===== src/rtl/dist_filter_bcd.sv =====
// Clamps each distance sample, smooths it with a 4-sample moving average, and converts the result to 3 BCD digits.
// Latency: 11 clocks from the iValid sampling edge to the edge that asserts oDone.
// Backpressure: none; an iValid that arrives while busy is parked in a one-deep pending slot, and a newer one overwrites it.
module dist_filter_bcd #(
    parameter int MAX_CM  = 400,
    parameter int NEAR_CM = 10,
    parameter int HYST_CM = 2
) (
    input  logic       iClk,
    input  logic       iRst,
    input  logic [8:0] iDistance,
    input  logic       iValid,
    input  logic       iClear,
    output logic       oBusy,
    output logic       oDone,
    output logic [8:0] oFiltered,
    output logic [3:0] oBcd_Hund,
    output logic [3:0] oBcd_Tens,
    output logic [3:0] oBcd_Ones,
    output logic       oNear
);

    localparam logic [8:0] MAX_V  = 9'(MAX_CM);
    localparam logic [8:0] NEAR_V = 9'(NEAR_CM);
    localparam logic [8:0] FAR_V  = 9'(NEAR_CM + HYST_CM);

    typedef enum logic [1:0] {IDLE, ACCUM, CONVERT, DONE} state_t;

    state_t          state, state_nxt;
    logic [3:0][8:0] hist, hist_base;   // hist[0] is the newest sample
    logic [2:0]      cnt, cnt_base;
    logic            pend_vld;
    logic [8:0]      pend_dat;
    logic [8:0]      filt, bin_sr;
    logic [11:0]     bcd, bcd_adj;
    logic [3:0]      iter;
    logic [8:0]      sample, take, filt_nxt;
    logic [10:0]     sum;
    logic            pend_avail, start;

    // Clamp, capture selection, the clear-before-capture view of the history, averaging, and the BCD +3 correction
    always_comb begin
        sample     = (iDistance > MAX_V) ? MAX_V : iDistance;
        pend_avail = pend_vld && !iClear;
        start      = (state == IDLE) && (pend_avail || iValid);
        take       = pend_avail ? pend_dat : sample;
        hist_base  = iClear ? '0 : hist;
        cnt_base   = iClear ? 3'd0 : cnt;
        sum        = {2'b00, hist[0]} + {2'b00, hist[1]} + {2'b00, hist[2]} + {2'b00, hist[3]};
        filt_nxt   = (cnt == 3'd4) ? sum[10:2] : hist[0];
        bcd_adj    = bcd;
        for (int i = 0; i < 3; i++) begin
            if (bcd[i*4 +: 4] >= 4'd5) begin
                bcd_adj[i*4 +: 4] = bcd[i*4 +: 4] + 4'd3;
            end
        end
    end

    // Next-state logic
    always_comb begin
        state_nxt = state;
        case (state)
            IDLE:    if (start) state_nxt = ACCUM;
            ACCUM:   state_nxt = CONVERT;
            CONVERT: if (iter == 4'd8) state_nxt = DONE;
            DONE:    state_nxt = IDLE;
            default: state_nxt = IDLE;
        endcase
    end

    // State register
    always_ff @(posedge iClk or negedge iRst) begin
        if (!iRst) state <= IDLE;
        else       state <= state_nxt;
    end

    // History, count and pending slot; a clear takes effect before a same-cycle capture
    always_ff @(posedge iClk or negedge iRst) begin
        if (!iRst) begin
            hist     <= '0;
            cnt      <= 3'd0;
            pend_vld <= 1'b0;
            pend_dat <= '0;
        end else begin
            if (start) begin
                hist <= {hist_base[2:0], take};
                cnt  <= (cnt_base == 3'd4) ? 3'd4 : cnt_base + 3'd1;
            end else begin
                hist <= hist_base;
                cnt  <= cnt_base;
            end
            if (state == IDLE) begin
                // The slot is drained by this start; a fresh iValid refills it only if the slot was the source
                pend_vld <= pend_avail && iValid;
                if (pend_avail && iValid) pend_dat <= sample;
            end else if (iValid) begin
                pend_vld <= 1'b1;
                pend_dat <= sample;
            end else if (iClear) begin
                pend_vld <= 1'b0;
            end
        end
    end

    // Filter result latch and sequential double-dabble (9 iterations, one bit per clock)
    always_ff @(posedge iClk or negedge iRst) begin
        if (!iRst) begin
            filt   <= '0;
            bin_sr <= '0;
            bcd    <= '0;
            iter   <= '0;
        end else if (state == ACCUM) begin
            filt   <= filt_nxt;
            bin_sr <= filt_nxt;
            bcd    <= '0;
            iter   <= '0;
        end else if (state == CONVERT) begin
            {bcd, bin_sr} <= {bcd_adj, bin_sr} << 1;
            iter          <= iter + 4'd1;
        end
    end

    // Output registers, updated only when a conversion completes
    always_ff @(posedge iClk or negedge iRst) begin
        if (!iRst) begin
            oDone     <= 1'b0;
            oFiltered <= '0;
            oBcd_Hund <= '0;
            oBcd_Tens <= '0;
            oBcd_Ones <= '0;
            oNear     <= 1'b0;
        end else begin
            oDone <= (state == DONE);
            if (state == DONE) begin
                oFiltered <= filt;
                oBcd_Hund <= bcd[11:8];
                oBcd_Tens <= bcd[7:4];
                oBcd_Ones <= bcd[3:0];
                if (filt < NEAR_V)       oNear <= 1'b1;
                else if (filt >= FAR_V)  oNear <= 1'b0;
            end
        end
    end

    assign oBusy = (state != IDLE);

endmodule

===== config.mk =====
export PLATFORM = sky130hd
export DESIGN_NAME = dist_filter_bcd
export DESIGN_NICKNAME = d
export VERILOG_FILES = /design/src/rtl/dist_filter_bcd.sv
export SDC_FILE = /design/constraint.sdc
export NUM_CORES = 1
export LEC_CHECK = 0
export ABC_CLOCK_PERIOD_IN_PS = 10050
export BUFFER_PORTS_ARGS = -buffer_cell sky130_fd_sc_hd__buf_2
export CORE_MARGIN = 1
export CORE_UTILIZATION = 40
export CTS_BUF_LIST = sky130_fd_sc_hd__clkbuf_4 sky130_fd_sc_hd__clkbuf_8
export DETAILED_ROUTE_END_ITERATION = 8
export SYNTH_ARGS = -nofsm -noshare
export SYNTH_HDL_FRONTEND = slang
export SYNTH_SLANG_ARGS = --single-unit
export TNS_END_PERCENT = 1

===== constraint.sdc =====
create_clock -name iClk -period 10.05 [get_ports iClk]
set_clock_uncertainty 0.1 [all_clocks]
set_input_delay 0.5025 -clock iClk [delete_from_list [all_inputs] [get_ports iClk]]
set_output_delay 0.5025 -clock iClk [all_outputs]
set_load 0.01 [all_outputs]

==> metrics <==
# Post-CTS Setup Buffers=0; Total GRT Usage=17.5%; Finish-stage setup viols=0; Slew Limit Fails=0; final hold viol count=0; Initial DRC Count=273; Die H=122 µm; Hold Path Class=in -> async; ranking of synthesized cells by area=dfrtp_1, fa_1, nand2_1; Via-to-Cell Ratio=5.26; final total power=0.00162 W; Multi-input gate area=2630 µm²; unrepaired setup endpoints after global routing=false; post-synthesis average cell area=approximately 10 µm²; number of library cell types mapped by synthesis=53; via count=about 4200; H-tree levels=3; die width=roughly 120 µm; YS warnings=0; Leak=around 2.8 nW; first-pass GRT wire length=between 20000 and 25000 µm; max cap viols=0; Slew Limit Headroom=between 20% and 30%; row cnt=between 40 and 50; Synth Net Count=635; Final nets=660; fraction of layout cells with a size suffix above 1=13.9%; FMAX=0.298 GHz; #FFs+latches synth=108; top-area cell type share of the netlist area=47.3%; clock-pin slew of the registers on the worst-case setup and hold paths=0.11 ns; Seq. cell area=approximately 2700 µm²; Worst Path Max Fanout=4; Syn Inst Count=582; RD Place Congestion=~0.83; Slew @ Worst Pin=1.08 ns; Final Cycle Share=33.4%; setup TNS=0 ns; root buf cell=clkbuf_8; Critical Path RT=10.26 ns; critical path class=reg -> reg; dpl ws=6.69 ns; fin crit period=roughly 3.4 ns; VDD IR-drop max=~0.13 mV; CTS Buffer Depth=2; fin cells=791; Post-synth EDFFs=0; Cell Area, Synth=5720 µm²; Placeable Area=13900 µm²; CTS tree=yes; IO Pins=37; Total Routed Length=11500 µm; cell area after layout=6250 µm²; post_cts resized=0; sequential share of the synthesized area=47.3%; hold buffer count at cts=0; Post-synth ARST share=100%; area grow syn2layout=9.28%; CP Data Arrival Time=3.57 ns; fill count=1326; Startpoint Class=flop; leading area contributor after synthesis=dfrtp_1; DRC=0; antenna violations before repair=0; Avg WL per Cell=about 15 µm; port buffer count=36; diode count=0; largest net degree at the start of global routing=60; Inserted Clock Buffers=9; CP Capture Type=flop; Die Footprint=between 10000 and 15000 µm²; Power per Cell Area=259 nW/µm²; vias in the first global route=~4200; dpl cells=776; PnR worst setup slack=6.69 ns; worst skew pair latency=0.38 ns; Post-DP Area=6060 µm²; GRT overflow=0; Antenna Nets Post-Route=0; CTS Sinks=108; initial cell density of the core=41.0%; Synth Flop Type=dfrtp_1; Pre-antenna DRT Iters=4; status=completed; DP HPWL=8190 µm
[placed cells by master, fill, tap and decap left out, types with 3 or more instances in the layout]
master and count:
a222oi_1 4, nor2b_1 3, mux2_2 23, o21ai_0 28, a21oi_1 50, clkbuf_8 9
buf_4 6, nor3b_1 4, xnor2_1 4, buf_2 35, nor3_1 5, o21a_1 6
fa_1 18, nor2_1 29, mux2i_1 5, o31ai_1 3, a22o_1 6, o22ai_1 4
inv_1 75, dfrtp_1 108, clkinv_4 4, ha_1 22, nand2b_1 10, nand2_1 83
o211ai_1 7, a31oi_1 11, nand3b_1 4, o2bb2ai_1 9
[final cells by class]
cell class,instances,share of cell area (%)
Clock buffer,9,1.98
Inverter,76,4.56
Tap cell,180,3.60
Sequential cell,108,43.2
Timing Repair Buffer,41,3.52
Multi-Input combinational cell,371,42.1
Clock inverter,6,1.00
[cell usage after synthesis, types with 2 or more instances]
master     instances
a21oi_1           50
a222oi_1           4
a22o_1             6
a31oi_1           11
and2_1             2
buf_1              4
buf_2              3
clkbuf_1          20
dfrtp_1          108
fa_1              18
ha_1              22
inv_1             75
mux2_2            23
mux2i_1            5
nand2_1           83
nand2b_1          10
nand3_1            2
nand3b_1           4
nor2_1            29
nor2b_1            3
nor3_1             5
nor3b_1            4
o2111ai_1          2
o211ai_1           7
o21a_1             6
o21ai_0           28
o22ai_1            4
o2bb2ai_1          9
o31ai_1            3
o32ai_1            2
o41ai_1            2
or3_1              2
or4_1              2
xnor2_1            4
xor2_1             2
[cell families (layout without fill, tap and decap cells)]
group | count (synthesis) | in the layout | share of synthesized area (%)
xor+xnor | 6 | 6 | 0.919
mux | 28 | 28 | 5.40
flops | 108 | 108 | 47.3
compound gates | 144 | 144 | 16.3
simple gates | 152 | 152 | 12.0
fa+ha+maj | 41 | 41 | 11.3
buf+inv | 103 | 132 | 6.83
[stage by stage]
stage,util [%],hold WS (ns)
6_report,44.9,0.0170
2_1_floorplan,-,0.107
4_1_cts,44.9,0.0501
3_5_place_dp,43.5,0.365
3_3_place_gp,43.5,0.361
5_1_grt,44.9,0.0656
[power breakdown]
part           leakage, nW  internal (W)  switching [W]
combinational         1.30      0.000273       0.000419
clock               0.0941     0.0000944       0.000159
sequential            1.42      0.000571      0.0000993
[state kept, by name, indices dropped and copies added (netlist names)]
| register | flops |
|---|---|
| oNear | 1 |
| oDone | 1 |
| iter | 4 |
| bcd | 12 |
| pend_vld | 1 |
| oBcd_Hund | 4 |
| oBcd_Tens | 4 |
| cnt | 3 |
| oBcd_Ones | 4 |
| filt | 9 |
| state | 2 |
| hist | 36 |
| bin_sr | 9 |
| pend_dat | 9 |
| oFiltered | 9 |
[worst paths after layout]
check                        startpoint           to  slack, ns  cells after the start
min in group iClk          iDistance[8]      hist[8]       0.27                      2
max in group asynchronous          iRst     hist[23]       8.64                      2
min reg2reg                 pend_dat[6]  pend_dat[6]       0.39                      2
max                             hist[1]      filt[7]       6.69                     11
max reg2reg                     hist[1]      filt[7]       6.69                     11
min                                iRst       bcd[8]       0.02                      1
[critical path: stages (launching register included)]
cell and delay (ns):
dfrtp_1 0.41, inv_1 0.08, fa_1 0.53, inv_1 0.05
fa_1 0.50, nand3b_1 0.15, fa_1 0.46, nor2b_4 0.16
o31a_1 0.24, mux2i_1 0.22, o2111ai_1 0.19, a31oi_1 0.21
[routing by layer]
layer  global-route usage [%]  routed length [µm]  vias to the layer above
li1                         -                   -                     2021
met1                     22.8                5420                     2072
met2                     29.2                5630                       54
met3                     3.51                 323                       13
met4                     5.48                 170                        0
met5                        0                   0                        -
(Power assumes the default switching activity.)
